`src/rtl/neuron_pkg.sv`:
```
// Shared definitions for the spiking-neuron family: FSM encodings, default
// sizing and the saturating clamp every neuron variant applies before storing.
package neuron_pkg;

  typedef enum logic [1:0] {
    ST_INTEGRATE = 2'd0,
    ST_FIRE      = 2'd1,
    ST_REFRACT   = 2'd2
  } state_t;

  localparam int DEF_W      = 8;
  localparam int DEF_THRESH = 64;

  // Clamp a signed intermediate into [0, max_v].
  function automatic logic [31:0] sat_clamp(input logic signed [31:0] x,
                                            input logic [31:0] max_v);
    logic [31:0] r;
    if (x < 0)
      r = '0;
    else if ($unsigned(x) > max_v)
      r = max_v;
    else
      r = $unsigned(x);
    return r;
  endfunction

endpackage

```
`src/rtl/spike_popcount.sv`:
```
// Combinational count of asserted spike lines.
module spike_popcount #(
  parameter int N_IN = 4
) (
  input  logic [N_IN-1:0]            i_bits,
  output logic [$clog2(N_IN+1)-1:0]  o_count
);

  localparam int CW = $clog2(N_IN + 1);

  always_comb begin
    o_count = '0;
    for (int i = 0; i < N_IN; i++)
      o_count = o_count + CW'(i_bits[i]);
  end

endmodule

```
`src/rtl/lif_neuron.sv`:
```
// Leaky integrate-and-fire neuron: integrates synapse spikes into a saturating
// membrane potential, fires a one-cycle pulse, then holds off for REFRACT cycles.
module lif_neuron
  import neuron_pkg::*;
#(
  parameter int              N_IN       = 4,
  parameter int              W          = DEF_W,
  parameter int              THRESH     = DEF_THRESH,
  parameter int              WEIGHT     = 16,
  parameter logic [N_IN-1:0] INH_MASK   = '0,
  parameter int              LEAK_SHIFT = 3,
  parameter int              BIAS       = 0,
  parameter int              REFRACT    = 4
) (
  input  logic            clk,
  input  logic            reset,
  input  logic            enable,
  input  logic [N_IN-1:0] syn_in,
  output logic            spike_out,
  output logic [W-1:0]    v_mem,
  output logic [1:0]      state,
  output logic [7:0]      spike_count
);

  localparam int CNT_W = $clog2(N_IN + 1);
  // Wide enough that leak, bias and every weighted input sum without wrap.
  localparam int CW    = W + $clog2(N_IN) + $clog2(WEIGHT) + 2;
  localparam logic [3:0] REFR_LOAD = 4'(REFRACT - 1);

  state_t           r_state;
  logic [W-1:0]     r_v;
  logic             r_spike;
  logic [7:0]       r_count;
  logic [3:0]       r_refr;

  logic [N_IN-1:0]  w_exc_bits;
  logic [N_IN-1:0]  w_inh_bits;
  logic [CNT_W-1:0] w_n_exc;
  logic [CNT_W-1:0] w_n_inh;
  logic signed [CW-1:0] w_v_next;
  logic [W-1:0]     w_v_sat;
  logic [31:0]      w_v_wide;
  logic             w_fire;

  assign w_exc_bits = syn_in & ~INH_MASK;
  assign w_inh_bits = syn_in & INH_MASK;

  spike_popcount #(.N_IN(N_IN)) u_pc_exc (.i_bits(w_exc_bits), .o_count(w_n_exc));
  spike_popcount #(.N_IN(N_IN)) u_pc_inh (.i_bits(w_inh_bits), .o_count(w_n_inh));

  // Leak comes off the current potential before new charge is added.
  always_comb begin
    w_v_next = CW'(r_v) - CW'(r_v >> LEAK_SHIFT) + CW'(BIAS)
             + CW'(WEIGHT) * CW'(w_n_exc) - CW'(WEIGHT) * CW'(w_n_inh);
    w_v_sat  = W'(sat_clamp(32'(w_v_next), (32'd1 << W) - 32'd1));
    w_v_wide = 32'(w_v_sat);
    w_fire   = (w_v_wide >= 32'(THRESH));
  end

  always_ff @(posedge clk) begin
    if (reset) begin
      r_state <= ST_INTEGRATE;
      r_v     <= '0;
      r_spike <= 1'b0;
      r_count <= '0;
      r_refr  <= '0;
    end else begin
      r_spike <= 1'b0;
      case (r_state)
        ST_INTEGRATE: begin
          if (enable) begin
            r_v <= w_v_sat;
            if (w_fire) begin
              r_state <= ST_FIRE;
              r_spike <= 1'b1;
              r_count <= r_count + 8'd1;
            end
          end
        end
        ST_FIRE: begin
          r_v <= '0;
          if (REFRACT == 0) begin
            r_state <= ST_INTEGRATE;
          end else begin
            r_state <= ST_REFRACT;
            r_refr  <= REFR_LOAD;
          end
        end
        ST_REFRACT: begin
          r_v <= '0;
          if (r_refr == 4'd0)
            r_state <= ST_INTEGRATE;
          else
            r_refr <= r_refr - 4'd1;
        end
        default: begin
          r_state <= ST_INTEGRATE;
          r_v     <= '0;
        end
      endcase
    end
  end

  assign spike_out   = r_spike;
  assign v_mem       = r_v;
  assign state       = r_state;
  assign spike_count = r_count;

endmodule

```
`config.mk`:
```
export PLATFORM = sky130hd
export DESIGN_NAME = lif_neuron
export DESIGN_NICKNAME = d
export VERILOG_FILES = /design/src/rtl/neuron_pkg.sv /design/src/rtl/spike_popcount.sv /design/src/rtl/lif_neuron.sv
export SDC_FILE = /design/constraint.sdc
export NUM_CORES = 1
export LEC_CHECK = 0
export CAP_MARGIN = 10
export CORE_UTILIZATION = 53
export DETAILED_ROUTE_END_ITERATION = 8
export HOLD_SLACK_MARGIN = 0.03
export PLACE_DENSITY = 0.79
export RECOVER_POWER = 100
export SETUP_SLACK_MARGIN = 0.15
export SLEW_MARGIN = 15
export SYNTH_ARGS = -nofsm -noshare
export SYNTH_HDL_FRONTEND = slang
export SYNTH_SLANG_ARGS = --single-unit
```
`constraint.sdc`:
```
create_clock -name clk -period 4.4 [get_ports clk]
set_clock_uncertainty 0.1 [all_clocks]
set_input_delay 1.1 -clock clk [delete_from_list [all_inputs] [get_ports clk]]
set_output_delay 1.1 -clock clk [all_outputs]
set_load 0.01 [all_outputs]
```
* After elaboration in Yosys (flattened, before gate mapping)
Cells that the tools add are included.
Widths: inputs -> output; s select.
** Storage, ports and cells
- Logic and storage cells :: 40
- Memories kept :: 0
- Latch bits :: 0
- Register bits :: 23
- Memory bits (read-only) :: 0
- Output and inout bits :: 19
- RAM bits :: 0
- Bits of input ports :: 7
** Operators by class
- Shift-type cells :: 0
- $add $sub $neg :: 7
- Eq/ne operators :: 6
- Divide/modulo/power cells :: 0
- $mul :: 0
- Order comparisons :: 3
- Bitwise logic cells :: 2
- Mux-type cells :: 9
- Reductions and logical operators :: 8
** Operators by type and width (count)
- $gt 32x8->1 const B :: 1
- $mux 8 :: 2
- $add 9x8->10 :: 1
- $lt 10x1->1 const B :: 1
- $sub 8x5->9 :: 1
- $add 8x1->8 const B :: 1
- $ge 8x7->1 const B :: 1
- $ne 2x2->1 const B :: 4
- $pmux 4 s2 :: 1
- $add 3x1->3 :: 2
- $mux 2 :: 3
- $pmux 2 s3 :: 1
- $reduce_and 3->1 :: 2
- $logic_not 4->1 :: 1
- $mux 4 :: 1
- $sub 4x1->4 const B :: 1
- $reduce_or 3->1 :: 1
- $add 1x1->2 :: 1
- $eq 2x1->1 const B :: 1
- $eq 2x2->1 const B :: 1
- $logic_not 2->1 :: 1
- $not 1->1 :: 2
- $reduce_and 2->1 :: 1
- $reduce_bool 2->1 :: 1
- 2 further kinds :: 2

* Logic depth before layout (Yosys ltp)
- Word-level depth :: 11
- Depth in mapped cells :: 18
- Gate-level depth less buffers :: 17

* Hierarchy
A second synthesis with hierarchy kept.
** Second synthesis, totals
- Cells, all modules :: 216
- Area total of the unflattened synthesis :: 1830.5 sq um
** By module, submodules not included
- lif_neuron :: seq. area each 460.4 sq um, area each 1702.9 sq um, cells each 200, times used 1
- spike_popcount :: seq. area each 0.0 sq um, area each 63.8 sq um, cells each 8, times used 2

* Least setup slack after synthesis
No wires, ideal clock.
- Path kind :: input to register
- From :: input syn_in[0]
- To :: register r_count[6], in the netlist spike_count[6]
- Cell stages on the path :: 12
- Required time :: 4.179 ns
- Setup slack :: 0.270 ns
- Arrival :: 3.909 ns
- Buffers on the path :: 0
- Setup time :: 0.121 ns
- Cell sequence :: ha_1 fa_1 ha_1 inv_1 fa_1 inv_1 a21oi_1 or3b_2 a211o_1 nand4_2 nor3_1 mux2_4
** On the way
- Longest elaborated chain between the ends :: 9
- Elaborated cells between the ends (all ways) :: 10
- Classes of those cells :: add/sub: 4; order compare: 3; mux: 2; reduce/logical: 1
** Ends and longest elaborated chain
- start, declared :: RTL line lif_neuron.sv:18 : input logic [N_IN-1:0] syn_in,
- $add 1x1->2 * :: RTL line spike_popcount.sv:14 : o_count = o_count + CW'(i_bits[i]);
- $add 3x1->3 * (2 in a row) :: RTL line spike_popcount.sv:14
- $add 9x8->10 * :: RTL line lif_neuron.sv:54 : + CW'(WEIGHT) * CW'(w_n_exc) - CW'(WEIGHT) * CW'(w_n_inh);
- $gt 32x8->1 :: RTL line neuron_pkg.sv:20 : else if ($unsigned(x) > max_v)
- $mux 8 :: RTL line neuron_pkg.sv:20
- $mux 8 * :: RTL line neuron_pkg.sv:18 : if (x < 0)
- $ge 8x7->1 * :: RTL line lif_neuron.sv:57 : w_fire = (w_v_wide >= 32'(THRESH));
- $reduce_and 3->1 (no line) *
- end signal, assigned :: RTL line lif_neuron.sv:76 : r_count <= r_count + 8'd1;
- end, declared :: RTL line lif_neuron.sv:33 : logic [7:0] r_count;
Every way passes the cells marked *; elsewhere a longest branch is shown, timed or not.
A chain may end at the register's enable or synchronous reset.

* Worst setup path in the final report
- From :: input syn_in[0]
- To :: register r_v[6], in the netlist v_mem[6]
** On the way
- Longest elaborated chain between the ends :: 7
- Elaborated cells between the ends (all ways) :: 8
- Classes of those cells :: add/sub: 4; order compare: 2; mux: 2
** Ends and longest elaborated chain
- $add 1x1->2 * :: RTL line spike_popcount.sv:14
- $add 3x1->3 * (2 in a row) :: RTL line spike_popcount.sv:14
- $add 9x8->10 * :: RTL line lif_neuron.sv:54
- $gt 32x8->1 :: RTL line neuron_pkg.sv:20
- $mux 8 :: RTL line neuron_pkg.sv:20
- $mux 8 * :: RTL line neuron_pkg.sv:18
- end signal, assigned :: RTL line lif_neuron.sv:72 : r_v <= w_v_sat;
- end, declared :: RTL line lif_neuron.sv:31 : logic [W-1:0] r_v;
Marks and branches as above.

==> impl_metrics.env <==
export IMPL_vias_per_cell=6.07
export IMPL_reg2reg_slack_ns=0.43
export IMPL_die_w_um=57.4
export IMPL_yosys_warnings=0
export IMPL_finalWirelength_mm=3.90
export IMPL_start_util_pct=57.5
export IMPL_numCtsBuffers=3
export IMPL_yosys_area_top_type="dfxtp_1"
export IMPL_crit_fanout=7
export IMPL_synth_common_cells="dfxtp_1, a21oi_1, nor2_1"
export IMPL_place_gp_congestion=0.856
export IMPL_clock_latency_ns=0.31
export IMPL_ys_top_cells_by_area="dfxtp_1, ha_1, a21oi_1"
export IMPL_grt_start_max_net_pins=18
export IMPL_die_h_um=57.4
export IMPL_status="finished, violations left"
export IMPL_grt_pass1_vias=1460
export IMPL_critPathKind="in -> reg"
export IMPL_syn_inst=201
export IMPL_required_ns=4.52
export IMPL_area_growth_pct=24.7
export IMPL_synth_nets=223
export IMPL_setup_violations=0
export IMPL_vias=1615
export IMPL_num_antenna_cells=0
export IMPL_drc_errors=1
export IMPL_place_ws_ns=-0.230
export IMPL_grt_overflow_total=0
export IMPL_worstPathArrival_ns=4.36
export IMPL_num_rows=19
export IMPL_hold_viol_final=0
export IMPL_ys_seq_area_share_pct=28.3
export IMPL_min_period_ns=4.24
export IMPL_yosysMostFrequentCell="dfxtp_1"
export IMPL_antenna_found_initial=0
export IMPL_clkSinkCount=23
export IMPL_cts_hold_buf=0
export IMPL_dp_hpwl_mm=2.97
export IMPL_tightestPinTransition_ns=0.801
export IMPL_clock_root_buffer="clkbuf_4"
export IMPL_clkTransAtPathRegs_ns=0.13
export IMPL_fmax_ghz=0.236
export IMPL_hold_class="reg -> reg"
export IMPL_drive_above_1_share_pct=13.2
export IMPL_first_iter_violations=71
export IMPL_slew_viol_final=0
export IMPL_port_buffers=25
export IMPL_dieArea_um2=3300
export IMPL_wl_per_cell_um=14.7
export IMPL_fp_coreArea_um2=2830
export IMPL_postSynth_asyncResetShare_pct=0
export IMPL_drv_cap=0
export IMPL_grt_pass1_wl_mm=6.22
export IMPL_start_kind="input port"
export IMPL_slew_limit_headroom_pct=46.2
export IMPL_synth_seq_cells=23
export IMPL_yosysTopAreaCellShare_pct=28.3
export IMPL_ant_nets=0
export IMPL_synth_ff_type="dfxtp_1"
export IMPL_io_pins=26
export IMPL_min_period_over_period_pct=96.4
export IMPL_track_usage_pct=24.1
export IMPL_clockBufferDepth=2
export IMPL_violations="design-rule violations"
export IMPL_nNetsFinal=258
export IMPL_ys_types=47
export IMPL_setup_ws_ns=0.159
export IMPL_htreeDepth=1
export IMPL_end_kind="flop"
export IMPL_cts_tree="built"
export IMPL_drt_pass1_iter_count=6
export IMPL_rsz0062_at_grt="yes"
export IMPL_post_synth_cell_area_avg_um2=8.10
export IMPL_synth_edf_count=0
export IMPL_synth_area_um2=1630
-- routing by layer --
| layer | track usage (%) | routed length [um] | up-vias |
|---|---|---|---|
| li1 | - | - | 792 |
| met1 | 29.8 | 1680 | 760 |
| met2 | 42.5 | 1930 | 59 |
| met3 | 5.67 | 257 | 4 |
| met4 | 5.23 | 25 | 0 |
| met5 | 0 | 0 | - |
-- state kept, by name, indices dropped and copies added, names as in the netlist --
signal       count
state            2
v_mem            8
r_refr           4
spike_out        1
spike_count      8
-- final cells by class --
class                      count  area (um^2)
multi-input combinational    155         1110
fill                         233          800
sequential                    23          460
timing repair buffer          36          333
inverter                      17         63.8
tap                           31         38.8
clock buffer                   3         22.5
clock inverter                 1         5.00
-- per-stage QoR --
stage / TNS [ns] / cells / hold slack [ns] / instance area, um^2 / utilization (%)
2_1_floorplan: 0 / 201 / 0.361 / 1630 / -
3_3_place_gp: -1.54 / 261 / 0.372 / 1950 / 69.1
3_5_place_dp: -2.54 / 261 / 0.390 / 1950 / 69.1
4_1_cts: 0 / 265 / 0.409 / 2000 / 70.7
5_1_grt: 0 / 266 / 0.422 / 2030 / 71.7
6_report: 0 / 266 / 0.412 / 2030 / 71.7
-- cell usage in the layout (no fill, tap or decap), drive strengths merged, types with 2 or more instances in the layout --
cell type      instances
or3                    6
and4                   2
nand4                  4
inv                   17
buf                   10
a31oi                  2
or4                    2
nand2b                 3
o21ai                  9
and2                   2
a21o                   3
a211oi                 3
ha                    12
dlygate4sd3           20
a21oi                 23
nand2                  9
fa                     3
nor3                   9
xnor2                  3
o21a                   9
nand3                  4
o31ai                  3
nor2b                  5
dfxtp                 23
or3b                   2
xor2                   3
nor2                  21
clkbuf                 4
clkdlybuf4s50          5
-- cell families (layout without fill, tap and decap cells) --
family | Yosys count | after routing | share of synthesized area [%]
flops | 23 | 23 | 28.3
buf+inv | 23 | 57 | 6.23
fa+ha+maj | 15 | 15 | 12.9
compound gates | 61 | 61 | 24.6
simple gates | 72 | 72 | 23.8
xor+xnor | 6 | 6 | 3.23
mux | 1 | 1 | 0.922
-- worst paths after layout --
path / from / endpoint / cells after the start
hold reg to reg: spike_count[7] / spike_count[7] / 2
setup reg to reg: v_mem[7] / v_mem[6] / 17
setup / recovery: syn_in[0] / v_mem[6] / 14
hold / removal: spike_count[7] / spike_count[7] / 2
-- critical path, stage by stage --
cell             delay, ns
clkdlybuf4s50_1       0.40
ha_1                  0.31
fa_2                  0.54
ha_1                  0.20
inv_1                 0.07
fa_2                  0.35
inv_1                 0.07
a21oi_1               0.08
or3b_1                0.40
buf_4                 0.16
a21oi_1               0.13
clkbuf_1              0.26
a21oi_1               0.12
o21a_1                0.18
-- repair_timing --
item / 4_1_cts / 5_1_grt
cloned: 0 / 0
resized for setup: 4 / 9
pin swaps: 1 / 4
setup buffers: 0 / 1
setup endpoints to repair: 5 / 8
Power is not shown: default switching activity piles up to over one toggle a cycle in this logic, so the estimate is an artifact.
==> patch, RTL diff (config.mk and constraints unchanged) <==
Set the parameter `WEIGHT` to 8 (it was 16).
--- a/src/rtl/lif_neuron.sv
+++ b/src/rtl/lif_neuron.sv
@@ -6,7 +6,7 @@
   parameter int              N_IN       = 4,
   parameter int              W          = DEF_W,
   parameter int              THRESH     = DEF_THRESH,
-  parameter int              WEIGHT     = 16,
+  parameter int              WEIGHT     = 8,
   parameter logic [N_IN-1:0] INH_MASK   = '0,
   parameter int              LEAK_SHIFT = 3,
   parameter int              BIAS       = 0,
Behaviour: not the same (a bounded check fails within 4 cycles, from zero or initial values and one cycle with reset high).
==> patch against the original RTL <==
Cell area is 7.9% higher. Synthesized cell count is 3.5% higher. Synthesized area is 2.4% higher. Via count is 11% higher. Setup slack better by 0.015 ns. Critical path type unchanged. Sequential cell count stayed put. Routed wire length is 18% higher.
==> patch: results (changes against the original RTL) <==
\begin{tabular}{lr}
\hline
Metric & Value \\
\hline
\multicolumn{2}{l}{\textbf{Run status}} \\
\quad Run status & complete, no violations (was finished, violations left) \\
\multicolumn{2}{l}{\textbf{Routing}} \\
\quad Post-route met1 wirelength & 2120 um (was 1680 um) \\
\quad Violation count after the first detailed-routing iteration & 158 (was 71) \\
\quad Total length of routed wires & 4620 um (was 3900 um) \\
\quad Routed length on met3 & 189 um (was 257 um) \\
\quad Vias & 1789 (was 1615) \\
\quad Met2 wire length & 2260 um (was 1930 um) \\
\multicolumn{2}{l}{\textbf{Finish}} \\
\quad Total number of nets in the final design & 274 (was 258) \\
\multicolumn{2}{l}{\textbf{Clocking}} \\
\quad Post-CTS Setup Bufs & 1 (was 0) \\
\quad Cts repair resizes & 8 (was 4) \\
\multicolumn{2}{l}{\textbf{Global route}} \\
\quad Vias in the first global route & 1628 (was 1460) \\
\quad Met3 demand-to-capacity share in global routing & 4.24\% (was 5.67\%) \\
\multicolumn{2}{l}{\textbf{Critical path}} \\
\quad Reg2reg start & v\_mem[4] (was v\_mem[7]) \\
\quad Worst Path Max Fanout & 3 (was 7) \\
\quad Worst-case register-to-register setup slack & 0.35 ns (was 0.43 ns) \\
\multicolumn{2}{l}{\textbf{STA}} \\
\quad Worst hold slack & 0.399 ns (was 0.412 ns) \\
\multicolumn{2}{l}{\textbf{Logic synthesis}} \\
\quad Area fraction in compound gates after synthesis & 30.8\% (was 24.6\%) \\
\quad Top cells by area, synth & sky130\_fd\_sc\_hd\_\_dfxtp\_1 28\%, sky130\_fd\_sc\_hd\_\_ha\_1 9.0\%, sky130\_fd\_sc\_hd\_\_a21oi\_1 7.5\%, sky130\_fd\_sc\_hd\_\_inv\_1 3.8\%, sky130\_fd\_sc\_hd\_\_fa\_1 3.6\% (was sky130\_fd\_sc\_hd\_\_dfxtp\_1 28\%, sky130\_fd\_sc\_hd\_\_ha\_1 9.2\%, sky130\_fd\_sc\_hd\_\_a21oi\_1 6.5\%, sky130\_fd\_sc\_hd\_\_nor2\_1 4.8\%, sky130\_fd\_sc\_hd\_\_o21a\_1 4.2\%) \\
\quad Xor/xnor cell area share of the yosys netlist & 1.58\% (was 3.23\%) \\
\quad Most frequent cell after synthesis & sky130\_fd\_sc\_hd\_\_a21oi\_1 (was sky130\_fd\_sc\_hd\_\_dfxtp\_1) \\
\quad Share of the yosys chip area belonging to registers & 27.6\% (was 28.3\%) \\
\multicolumn{2}{l}{\textbf{Pwr}} \\
\quad Overall power after layout & 1530 uW \\
\multicolumn{2}{l}{\textbf{Hold path}} \\
\quad Startpoint of the lowest-slack hold path & v\_mem[0] (was spike\_count[7]) \\
\quad Hold Crit Endpoint & v\_mem[0] (was spike\_count[7]) \\
\multicolumn{2}{l}{\textbf{Placement}} \\
\quad Routability cong. & 0.964 (was 0.856) \\
\hline
\end{tabular}
## patch: cell type report
cell class,count,area share [%]
Clock buffer,3,1.03
Clock inverter,1,0.229
Inverter,18,3.09
Multi-Input combinational cell,159,53.2
Sequential cell,23,21.0
Tap cell,42,2.40
Timing Repair Buffer,47,19.0
## patch: cell families (layout without fill, tap and decap cells)
logic type               after synthesis  after routing
buffers and inverters                 26             69
adder cells (fa/ha/maj)               15             15
XOR/XNOR                               3              3
AO/OA/AOI/OAI                         76             76
AND/OR/NAND/NOR                       64             64
flip-flops                            23             23
multiplexers                           1              1
## patch: worst max-delay path by stage
stage	slack (ns)	endpoint
2_1_floorplan	0.23	spike_count[2]
6_report	0.17	spike_count[1]
5_1_grt	0.06	spike_count[3]
3_5_place_dp	-0.33	spike_count[5]
4_1_cts	0.14	spike_count[5]
3_3_place_gp	-0.32	spike_count[6]
